===== src/rtl/adc_sampler_if.sv =====
// adc_sampler_if: serial pins between the sampler (master) and an ADC (slave).
// adc_cs is active-low chip select, adc_clk idles high, adc_so is ADC data out.
interface adc_sampler_if;
  logic adc_cs;
  logic adc_clk;
  logic adc_so;

  modport master (
    output adc_cs,
    output adc_clk,
    input  adc_so
  );

  modport slave (
    input  adc_cs,
    input  adc_clk,
    output adc_so
  );
endinterface


===== src/rtl/adc_sampler.sv =====
// adc_sampler: continuous serial ADC reader. Each frame lowers adc_cs, waits one
// adc_clk half-period, clocks 16 bits in MSB first on adc_clk rising edges, then
// keeps adc_cs high for QUIET_CYC clocks. A frame whose top nibble is non-zero
// is rejected with a frame_err strobe instead of a sample_valid strobe.
// Optional build macro ADC_SAMPLER_AVG_EN: sample becomes the truncated mean of
// the last four accepted results instead of the raw result.
module adc_sampler #(
  parameter int CLK_DIV   = 2,
  parameter int QUIET_CYC = 4
) (
  input  logic          clk,
  input  logic          reset,
  input  logic          en,
  adc_sampler_if.master adc,
  output logic [11:0]   sample,
  output logic          sample_valid,
  output logic          frame_err,
  output logic          busy
);

  // Counter widths follow the parameters; at value 1 a single bit still works
  // because the last count is then zero and the counter never leaves it.
  localparam int DIV_W = (CLK_DIV > 1) ? $clog2(CLK_DIV) : 1;
  localparam int QT_W  = (QUIET_CYC > 1) ? $clog2(QUIET_CYC) : 1;
  localparam logic [DIV_W-1:0] DIV_LAST = DIV_W'(CLK_DIV - 1);
  localparam logic [QT_W-1:0]  QT_LAST  = QT_W'(QUIET_CYC - 1);

  typedef enum logic [1:0] {IDLE, SETUP, SHIFT, QUIET} state_t;

  state_t           state_q, state_d;
  logic [DIV_W-1:0] div_q, div_d;
  logic [4:0]       half_q, half_d;
  logic [QT_W-1:0]  qt_q, qt_d;
  logic             cs_q, cs_d;
  logic             sclk_q, sclk_d;
  logic [15:0]      shift_q, shift_d;
  logic             eval_q, eval_d;
  logic [11:0]      sample_q, sample_d;
  logic             valid_q, valid_d;
  logic             err_q, err_d;
  logic [11:0]      result_w;

`ifdef ADC_SAMPLER_AVG_EN
  logic [11:0] hist0_q, hist1_q, hist2_q;

  function automatic logic [11:0] avg4(input logic [11:0] a, input logic [11:0] b,
                                       input logic [11:0] c, input logic [11:0] d);
    logic [13:0] sum;
    sum = {2'b00, a} + {2'b00, b} + {2'b00, c} + {2'b00, d};
    return sum[13:2];
  endfunction

  assign result_w = avg4(shift_q[11:0], hist0_q, hist1_q, hist2_q);

  // Age the three-deep history with each accepted raw result
  always_ff @(posedge clk or negedge reset) begin
    if (!reset) begin
      hist0_q <= '0;
      hist1_q <= '0;
      hist2_q <= '0;
    end else if (eval_q && (shift_q[15:12] == 4'h0)) begin
      hist2_q <= hist1_q;
      hist1_q <= hist0_q;
      hist0_q <= shift_q[11:0];
    end
  end
`else
  assign result_w = shift_q[11:0];
`endif

  // Frame sequencing, serial clock generation, bit capture and result decode
  always_comb begin
    state_d  = state_q;
    div_d    = div_q;
    half_d   = half_q;
    qt_d     = qt_q;
    cs_d     = cs_q;
    sclk_d   = sclk_q;
    shift_d  = shift_q;
    eval_d   = 1'b0;
    sample_d = sample_q;
    valid_d  = 1'b0;
    err_d    = 1'b0;

    case (state_q)
      IDLE: begin
        if (en) begin
          state_d = SETUP;
          cs_d    = 1'b0;
          sclk_d  = 1'b1;
          div_d   = '0;
        end
      end
      SETUP: begin
        if (div_q == DIV_LAST) begin
          state_d = SHIFT;
          div_d   = '0;
          half_d  = '0;
          sclk_d  = 1'b0;
        end else begin
          div_d = div_q + 1'b1;
        end
      end
      SHIFT: begin
        if (div_q == DIV_LAST) begin
          div_d  = '0;
          half_d = half_q + 5'd1;
          if (!sclk_q) begin
            // Rising adc_clk: data has been stable for the whole low half
            sclk_d  = 1'b1;
            shift_d = {shift_q[14:0], adc.adc_so};
          end else if (half_q == 5'd31) begin
            state_d = QUIET;
            cs_d    = 1'b1;
            sclk_d  = 1'b1;
            qt_d    = '0;
            eval_d  = 1'b1;
          end else begin
            sclk_d = 1'b0;
          end
        end else begin
          div_d = div_q + 1'b1;
        end
      end
      QUIET: begin
        if (qt_q == QT_LAST) begin
          // Passing straight through IDLE keeps back-to-back frames gapless
          if (en) begin
            state_d = SETUP;
            cs_d    = 1'b0;
            div_d   = '0;
          end else begin
            state_d = IDLE;
          end
        end else begin
          qt_d = qt_q + 1'b1;
        end
      end
      default: state_d = IDLE;
    endcase

    if (eval_q) begin
      if (shift_q[15:12] == 4'h0) begin
        sample_d = result_w;
        valid_d  = 1'b1;
      end else begin
        err_d = 1'b1;
      end
    end
  end

  // State register; reset parks the block idle with the ADC deselected
  always_ff @(posedge clk or negedge reset) begin
    if (!reset) begin
      state_q  <= IDLE;
      div_q    <= '0;
      half_q   <= '0;
      qt_q     <= '0;
      cs_q     <= 1'b1;
      sclk_q   <= 1'b1;
      shift_q  <= '0;
      eval_q   <= 1'b0;
      sample_q <= '0;
      valid_q  <= 1'b0;
      err_q    <= 1'b0;
    end else begin
      state_q  <= state_d;
      div_q    <= div_d;
      half_q   <= half_d;
      qt_q     <= qt_d;
      cs_q     <= cs_d;
      sclk_q   <= sclk_d;
      shift_q  <= shift_d;
      eval_q   <= eval_d;
      sample_q <= sample_d;
      valid_q  <= valid_d;
      err_q    <= err_d;
    end
  end

  assign adc.adc_cs   = cs_q;
  assign adc.adc_clk  = sclk_q;
  assign sample       = sample_q;
  assign sample_valid = valid_q;
  assign frame_err    = err_q;
  assign busy         = (state_q != IDLE);

endmodule


===== src/flat_wrapper.sv =====
// flat-port wrapper written by rule: the top's interface ports become plain ports
module adc_sampler_flat 
#(
  parameter int CLK_DIV   = 2,
  parameter int QUIET_CYC = 4
)
  (clk, reset, en, sample, sample_valid, frame_err, busy, adc_adc_cs, adc_adc_clk, adc_adc_so);
  adc_sampler_if adc_i ();
  input  logic clk;
  input  logic reset;
  input  logic en;
  output logic [11:0] sample;
  output logic sample_valid;
  output logic frame_err;
  output logic busy;
  output wire logic [$bits(adc_i.adc_cs)-1:0] adc_adc_cs;
  output wire logic [$bits(adc_i.adc_clk)-1:0] adc_adc_clk;
  input wire logic [$bits(adc_i.adc_so)-1:0] adc_adc_so;
  assign adc_adc_cs = adc_i.adc_cs;
  assign adc_adc_clk = adc_i.adc_clk;
  assign adc_i.adc_so = adc_adc_so;
  adc_sampler #(.CLK_DIV(CLK_DIV), .QUIET_CYC(QUIET_CYC)) u_core (.clk(clk), .reset(reset), .en(en), .adc(adc_i), .sample(sample), .sample_valid(sample_valid), .frame_err(frame_err), .busy(busy));
endmodule

===== config.mk =====
export PLATFORM = sky130hd
export DESIGN_NAME = adc_sampler_flat
export DESIGN_NICKNAME = d
export VERILOG_FILES = /design/src/rtl/adc_sampler_if.sv /design/src/rtl/adc_sampler.sv /design/src/flat_wrapper.sv
export SDC_FILE = /design/constraint.sdc
export NUM_CORES = 1
export LEC_CHECK = 0
export ABC_AREA = 0
export CAP_MARGIN = 5
export CORE_UTILIZATION = 50
export DETAILED_ROUTE_END_ITERATION = 6
export PLACE_DENSITY = 0.79
export SKIP_LAST_GASP = 1
export SLEW_MARGIN = 20
export SYNTH_ARGS = -nofsm -noshare
export SYNTH_HDL_FRONTEND = slang
export SYNTH_SLANG_ARGS = --single-unit

===== constraint.sdc =====
create_clock -name clk -period 2.32 [get_ports clk]
set_input_delay 0.464 -clock clk [delete_from_list [all_inputs] [get_ports clk]]
set_output_delay 0.464 -clock clk [all_outputs]
set_load 0.01 [all_outputs]

# Word level (Yosys, flattened, before mapping)
# Index checks and enable logic that the tools add are counted.
# classes
addsub	3
multipliers	0
div	0
magnitude_cmp	0
n_eq_ne	12
shift	0
mux	39
bitwise_logic	1
reduce_logical	15
# op_table
operator	count
2-to-1 mux 1 bit	21
2-to-1 mux 2 bit	10
2-to-1 mux 5 bit	2
inequality test 2 x 1 -> 1 bit (second input constant)	5
one-hot mux 5 bit (2 select lines)	1
AND reduction 5 bit	2
one-hot mux 1 bit (3 select lines)	3
one-hot mux 2 bit (4 select lines)	1
== test 2 bit (second input constant)	3
AND reduction 3 bit	2
AND reduction 6 bit	1
nonzero test 2 bit	3
nonzero test 3 bit	2
adder 5 x 1 -> 5 bit (second input constant)	1
== test 5 bit (second input constant)	1
logical NOT 4 bit	1
inequality test 2 bit (second input constant)	2
one-hot mux 2 bit (2 select lines)	1
AND reduction 4 bit	1
adder 2 x 1 -> 2 bit (second input constant)	1
== test 2 x 1 -> 1 bit (second input constant)	1
logical NOT 2 bit	1
AND reduction 2 bit	1
OR reduction 2 bit	1
other kinds (2)	2
# word_totals
ff_bits	43
latch_bits	0
ram_bits	0
mem_bits_ro	0
output_inout_bits	17
word_cells	81
mem_count	0

# Longest topological paths before layout
# Gate-level depths: netlist of run 1.
# depth
depth_word	5
depth_mapped	7
mapped_depth_nobuf	7

# Worst setup path before layout of run 1
# Ideal clock, no wire load.
# synth_timing
kind	flip-flop to flip-flop
startpoint	register u_core.state_q[0]
endpoint	register u_core.shift_q[0]
arrival_time_ps	1563
t_required_ps	2195
setup_slack_ps	632
stages_incl_launch_ff	7
period_less_slack_ps	1688
path_cell_list	dfrtp_1 -> inv_1 -> ha_1 -> and2b_1 -> nand2_2 -> buf_6 -> mux2_2
# synth_via
elab_chain_len	2
# synth_rtl
item	line_no	text
from (decl)	adc_sampler.sv:30	state_t state_q, state_d;
from (signal assigned)	adc_sampler.sv:167	state_q <= state_d;
== test 2 bit	adc_sampler.sv:85	case (state_q)
AND reduction 3 bit (no line)	n/a	
to (signal assigned)	adc_sampler.sv:173	shift_q <= shift_d;
to (decl)	adc_sampler.sv:36	logic [15:0] shift_q, shift_d;
# No other way between the ends.
# A chain may end at the register's enable or synchronous reset.

# Worst setup path after layout of run 1
# layout_timing
startpoint	register u_core.state_q[0]
endpoint	output port busy
# layout_via
elab_chain_len	1
# layout_rtl
item	line_no	text
nonzero test 2 bit	adc_sampler.sv:186	assign busy = (state_q != IDLE);
to (decl)	flat_wrapper.sv:15	output logic busy;
# No other way between the ends.

==> results of run 1 <==
[worst min-delay path by stage]
| stage | startpoint | cells after the start | slack, ns | end |
|---|---|---|---|---|
| floorplan | reset | 0 | 0.17 | u_core.div_q$_DFFE_PN0P_ |
| finish | reset | 1 | 0.11 | u_core.sample[11]$_DFFE_PN0P_ |
| global route | reset | 1 | 0.12 | u_core.sample[11]$_DFFE_PN0P_ |
| CTS | reset | 1 | 0.12 | u_core.sample[2]$_DFFE_PN0P_ |
| global placement | reset | 1 | 0.42 | u_core.sample[10]$_DFFE_PN0P_ |
| detailed placement | reset | 1 | 0.44 | u_core.sample[11]$_DFFE_PN0P_ |
[worst max-delay path, delay by kind of cell (launching register included)]
kind	cells	cell delay [ns]
flops	1	0.45
fa+ha+maj	1	0.24
buf+inv	3	0.72
[synth_stat cells, drive strengths merged (2+ instances only)]
cell type  instances  area, sq um
dfstp              2         52.6
mux2              29          360
nand3              8         40.0
nor2               3         11.3
a32o               2         20.0
o21ai              9         45.0
buf                2         22.5
nor2b              2         12.5
dfrtp             41         1030
and2b              2         16.3
nor4               2         18.8
ha                11          138
inv                7         26.3
and2               2         12.5
nand2              7         31.3
[sequential cells by signal, summed over array words and instances (netlist names)]
register / flops
u_core.adc.adc_clk: 1
u_core.adc.adc_cs: 1
u_core.div_q: 1
u_core.eval_q: 1
u_core.frame_err: 1
u_core.half_q: 5
u_core.qt_q: 2
u_core.sample: 12
u_core.sample_valid: 1
u_core.shift_q: 16
u_core.state_q: 2
[layer usage]
| metal | track usage (%) | vias to the layer above | share of wire [%] |
|---|---|---|---|
| met3 | 4.64 | 4 | 4.1 |
| met4 | 6.39 | 0 | 1.3 |
| met5 | 0 | - | 0 |
| met1 | 21.8 | 627 | 43 |
| li1 | - | 568 | - |
| met2 | 29.1 | 28 | 52 |
[kinds of logic (layout without fill, tap and decap cells)]
group                      count (synthesis)  count (layout)  share of synthesized area (%)
muxes                                     30              30                           19.0
buffers and inverters                      9              37                           2.51
DFF                                       43              43                           55.4
AOI/OAI and AO/OA                         21              21                           7.39
and+or+nand+nor                           30              30                           8.61
adders and majority gates                 11              11                           7.07
[per-stage QoR]
| step | setup WS (ns) | utilization, % |
|---|---|---|
| after detailed placement | 0.331 | 59.5 |
| after floorplan | 0.632 | - |
| after CTS | 0.134 | 62.2 |
| final | 0.155 | 62.2 |
| after global placement | 0.506 | 59.5 |
| after global routing | 0.0577 | 62.2 |
[cell type report]
type / instances / area, sq um / share of cell area [%]
timing repair buffer: 22 / 210 / 9.16
multi-input combinational: 92 / 820 / 35.7
sequential: 43 / 1080 / 47.0
clock buffer: 8 / 100 / 4.36
inverter: 7 / 26.3 / 1.15
tap: 48 / 60.1 / 2.62
[where the power goes]
part / total, mW / switching [mW] / internal, mW
clock: 0.499 / 0.227 / 0.271
combinational: 0.0344 / 0.0189 / 0.0155
sequential: 0.769 / 0.00835 / 0.761
total: 1.30 / 0.255 / 1.05
==> run summary, run 1 <==
The distinct cell type count of the synthesized netlist came out at 34. The number of rows created at floorplan is 22. The number of primary I/O pins came out at 21. By startpoint and endpoint, the worst setup path is classified as reg -> out.

The total vias in the final route came out at 1227. The die outline area is 4150 sq um. The maximum number of buffers from clock root to sink came out at 2. The relative area change from synthesis to final layout came out at 17.9%. The final count of pins violating max slew came out at 0. After clock tree synthesis, the setup repair step added 0 buffers. The hold buffer count at cts is 0. The number of DRC violations after detailed routing came out at 0.

The post-route total power is 1.30 mW. The largest vdd supply drop came out at 0.316 mV. The number of cells after detailed placement came out at 212. The number of H-tree levels is 2. The run finished with clean final reports. Summed over all cells, the static leakage comes to 1.09 nW. The total wirelength of the detailed-routed design came out at 3140 um. The number of flops mapped to enable cells by yosys is 0. Averaged over all synthesized cells, the footprint is 13.5 sq um. The half-perimeter wire length after placement is 2310 um. The number of vias per cell is 5.58. The post-route clock period utilization came out at 93.3%.

The minimum setup slack among reg-to-reg paths is 0.26 ns. The master of the slowest instance on the critical path is sky130_fd_sc_hd__clkdlybuf4s50_1. The clock transition at the registers of the reported paths is 0.07 ns. STA classifies the critical path startpoint as a register. The worst register-to-register path ends at u_core.half_q[3]$_DFFE_PN0P_. In this run the tool buffered the top-level ports with 20 buffer cells. The number of nets handed over by synthesis was 159.

Of all nets on the critical path, the largest fanout is 6. Traced cell by cell, the critical path runs through inv_1 > ha_1 > inv_1 > clkdlybuf4s50_1. The maximum clock skew at final layout came out at 0.00318 ns. The post-route netlist has 26.2% of its cells at a drive strength greater than 1. For the worst setup path, the data required time is 1.86 ns. The die is 64.4 um tall. The clock latency on the worst-skew pair came out at around 0.28 ns.

The clock buffer count from CTS came out at 5. The sequential area share after synthesis came out at between 50 and 60%. After filler insertion, the fill cell instance count of the layout stands at 287. The global-route wire length before repair came out at between 5000 and 6000 um. The cell area after synthesis is 1950 sq um. 0 antenna diodes ended up in the layout. The standard cell area after detailed placement is ~2200 sq um.

The routability congestion estimate is 0.852. The initial antenna violation count is 0. The launch point of the worst path is u_core.state_q[0]$_DFFE_PN0P_. The most frequent cell on the critical path is sky130_fd_sc_hd__inv_1. Counting every instance in the synthesized netlist gives 144. The net count of the finished layout is 186. The CTS tree is done. The starting DRC count in detailed routing is slightly above 50.

Dividing total power by cell area gives a power density of 568 nW/um^2. The routed length per instance came out at between 10 and 15 um. The worst pin sits at a relative slew slack of between 60% and 70%. The total setup violations reported at the end of the flow is 0. At the pin with the least slew margin, the transition time is 0.583 ns.

For this run, asynchronously set or reset flops after synthesis account for 100%. Summed over all failing endpoints, the final setup total negative slack is 0 ns. The total overflow left after global routing is 0.

The number of max-cap violations is 0. Once the clock tree was built, the resizer swapped 0 gates to a different size. The number of sinks driven by the clock tree is 43. The final hold violation count is 0. The timing-limited maximum frequency is 0.462 GHz.

In the synthesized netlist the dominant register cell turns out to be sky130_fd_sc_hd__dfrtp_1. The floorplan core area came out at 3690 sq um. The count of cells in the finished layout, fillers not included, comes to 220.

The most common library cell in the layout ignoring fill and taps is sky130_fd_sc_hd__dfrtp_1. The effective utilization at floorplan came out at 52.8%. The width of the die is about 64 um. In this run the worst setup path terminates at busy. Setup repair after global routing left no endpoint under its margin. In the layout the commonest cells are sky130_fd_sc_hd__dfrtp_1 (41), sky130_fd_sc_hd__mux2_2 (20), sky130_fd_sc_hd__clkdlybuf4s50_1 (19). The critical register-to-register path startpoint is u_core.state_q[0]$_DFFE_PN0P_. The largest stage delay on the critical path is roughly 0.52 ns. The Yosys warning count came out at 0.

The final critical path time including I/O delays and setup is 2.16 ns. The worst hold margin came out at 0.113 ns. In this run the remaining antenna-violating nets after routing total 0. The worst hold path class is in -> async. The post-synthesis register bit count came out at 43.

The worst setup path is captured at an output pin. The number of search-and-repair iterations in the first detailed-routing pass is 4. The via count of the first global-routing pass came out at 1225. STA puts the critical path data arrival time at 1.70 ns. CTS placed an instance of sky130_fd_sc_hd__clkbuf_8 at the clock tree root. Entering global routing, the biggest net connects 20 pins. The combined global-route utilization of all metal layers is 17.5%. The logic depth of the worst register-to-register path came out at 6. The finished cells cover 2290 sq um.
(Power assumes the default switching activity.)
==> run 2: changes to the inputs <==
==> constraint.sdc (replaced) <==
create_clock -name clk -period 2.19 [get_ports clk]
set_input_delay 0.438 -clock clk [delete_from_list [all_inputs] [get_ports clk]]
set_output_delay 0.438 -clock clk [all_outputs]
set_load 0.01 [all_outputs]
==> run 2 against run 1 <==
Largest power group unchanged. Sequential share of layout area is 0.21 points higher. Sequential power is 6.0% higher. Critical path depth stayed put. Cell count is 0.45% lower. Die area stayed put. Worst hold slack better by 0.093 ns. Final area is 0.22% lower. Power is 6.1% higher. Flip-flop and latch count stayed put. Largest cell class unchanged. Critical path type unchanged. Non-clock buffer count is 1 lower. Global-route usage is 0.59 points higher.
==> run summary, run 2 (synthesis results as in run 1) <==
The flow ran to the end, and the final reports show no timing, DRC or antenna violations. The worst-case headroom to the max-slew limit is about two thirds. The relative contribution of sequential cells to total power came out at just under 60%. The half-perimeter wire length after placement is 2200 um. The measured slew at the worst slew-check pin is 0.519 ns. The combinational fraction of design power came out at 2.5%. The setup path with the least slack is of type reg -> out.

The total global routing overflow is 0. After layout, the worst path uses 94.1% of the clock period. The number of H-tree levels came out at 2. The critical register-to-register path startpoint is u_core.state_q[0]$_DFFE_PN0P_. The maximum number of buffers from clock root to sink is 2. The arrival time of the worst setup path is 1.62 ns. Setup total negative slack on the finished layout was measured at 0 ns. In the layout the commonest cells are sky130_fd_sc_hd__dfrtp_1 (39), sky130_fd_sc_hd__mux2_2 (20), sky130_fd_sc_hd__clkdlybuf4s50_1 (19). The floorplan core area came out at 3690 sq um. The timing-limited maximum frequency is 0.485 GHz.

Cells fill 62.1% of the core in the end. The starting DRC count in detailed routing came out at 63. The largest register by flop count is u_core.shift_q.

The total power density per cell area is between 600 and 700 nW/um^2. In the final routed layout, each cell accounts on average for ~14 um. The width of the die is 64.4 um. Setup violations remaining at the end of the flow were counted as 0. The part of the total power dissipated in the clock network came out at 38.5%. The placed instances occupy a cell area of 2190 sq um.

The vertical extent of the die came out at 64.4 um. The cell sitting at the root of the clock tree is a sky130_fd_sc_hd__clkbuf_8. The initial antenna violation count came out at 0. From synthesis to final layout, the design area changed by 17.6%. The maximum clock skew at final layout came out at just over 0.005 ns. The number of vias per cell is 5.52. The final hold violation count is 0.

The peak fanout along the critical path came out at 6. The first detailed-routing pass ran for 4 iterations. The layout has 289 filler cells.

The count of nets left with antenna violations once routing finished came out at 0. The die outline area came out at 4150 sq um. The antenna diode count came out at 0. The worst hold path class is in -> async. The net count of the finished layout is 185. Summed over all cells, the static leakage comes to between 1 and 1.5 nW. The final critical path time including I/O delays and setup is 2.06 ns.

The largest vdd supply drop is about 0.29 mV. Leaving out fill and tap cells, the most frequent cell in the layout is sky130_fd_sc_hd__dfrtp_1. The congestion estimate from routability-driven global placement came to 0.850. The clock transition at the registers of the reported paths is approximately 0.080 ns. In this run the core area contains 22 standard-cell rows. The number of primary I/O pins is 21.

The combined global-route utilization of all metal layers came out at 18.1%. The final count of pins violating max slew was 0. Entering global routing, the biggest net connects 44 pins. The worst hold margin came out at 0.206 ns. The final design instance area without fill came out at 2290 sq um. Data on the critical path is required at its endpoint by 1.75 ns.

The launch point of the worst path is u_core.state_q[0]$_DFFE_PN0P_. The logic depth of the worst register-to-register path is 6. STA classifies the critical path endpoint as an output pin. The via count of the first global-routing pass is between 1000 and 1500. For this run, design rule violations remaining after detail routing come to 0. The total vias in the final route came out at 1209. In this run the critical register-to-register path is captured at u_core.half_q[3]$_DFFE_PN0P_.

The number of flip-flops under the largest register name came out at 16. Across the run, the number of max-cap violations was 0. Once the clock tree was built, the setup fixing pass inserted 0 buffers. The total wirelength of the detailed-routed design is between 3000 and 4000 um. The worst setup path is launched from a register. The fraction of layout cells with a size suffix above 1 is 26.9%.

TritonCTS built the clock tree. The net switching share of the total power is 19.7%. For this configuration, the core starts out at a cell density of 52.8%. The global-route wire length before repair is 5620 um. Setup repair after global routing left no endpoint under its margin. The power spent charging and discharging nets is 0.273 mW.

The post-route total power is 1.38 mW. The clock buffer count from CTS came out at 5. The clock latency on the worst-skew pair came out at 0.28 ns. The hold buffer count at cts is 0. The internal power of the cells came out at approximately 1.1 mW. Counting every sink on the clock net gives 43. The number of port buffers is 20. In this run the register-to-register setup slack is 0.26 ns.
==> run 2: through the flow <==
stage                     std cells  setup slack [ns]
final                           219             0.129
after global routing            219            0.0510
after CTS                       219            0.0631
after detailed placement        211             0.136
after global placement          211             0.351
after floorplan                 144             0.502
==> run 2: what timing repair did <==
| action | 4_1_cts | 5_1_grt |
|---|---|---|
| endpoints found under the hold margin | 0 | 0 |
| gates resized for setup | 0 | 3 |
| endpoints found under the setup margin | 0 | 2 |
==> run 2: power groups by stage <==
stage	Combinational (mW)	Sequential, mW	Clock [mW]
after floorplan	0.0129	0.828	0
after global placement	0.0350	0.830	0
after detailed placement	0.0361	0.831	0
after CTS	0.0364	0.815	0.546
after global routing	0.0400	0.817	0.579
final	0.0347	0.815	0.532
==> run 2: worst max-delay path by stage <==
stage / to / slack [ns] / cells after the start
3_3_place_gp: u_core.half_q[3]$_DFFE_PN0P_ / 0.35 / 6
6_report: busy / 0.13 / 4
2_1_floorplan: u_core.shift_q[0]$_DFFE_PN0P_ / 0.50 / 6
3_5_place_dp: u_core.half_q[3]$_DFFE_PN0P_ / 0.14 / 6
4_1_cts: busy / 0.06 / 4
5_1_grt: busy / 0.05 / 4
==> run 2: layout make-up <==
type                       instances  area, sq um  area share, %
timing repair buffer              21          203           8.85
inverter                           7         26.3           1.15
tap                               48         60.1           2.62
multi-input combinational         92          820           35.8
sequential                        43         1080           47.2
clock buffer                       8          100           4.37
==> run 2: worst max-delay path: stages (launching register included) <==
cell and delay, ns:
sky130_fd_sc_hd__dfrtp_2 0.41, sky130_fd_sc_hd__inv_1 0.12, sky130_fd_sc_hd__ha_1 0.23, sky130_fd_sc_hd__inv_1 0.05
sky130_fd_sc_hd__clkdlybuf4s50_1 0.52
==> run 2: metal layers <==
layer	vias up	GRT usage, %	routed length (um)	part of all wire, %
met2	36	29.9	1570	50
li1	565	-	-	-
met4	0	7.22	53	1.7
met5	-	0	0	0
met1	598	22.5	1380	44
met3	10	4.82	127	4.1
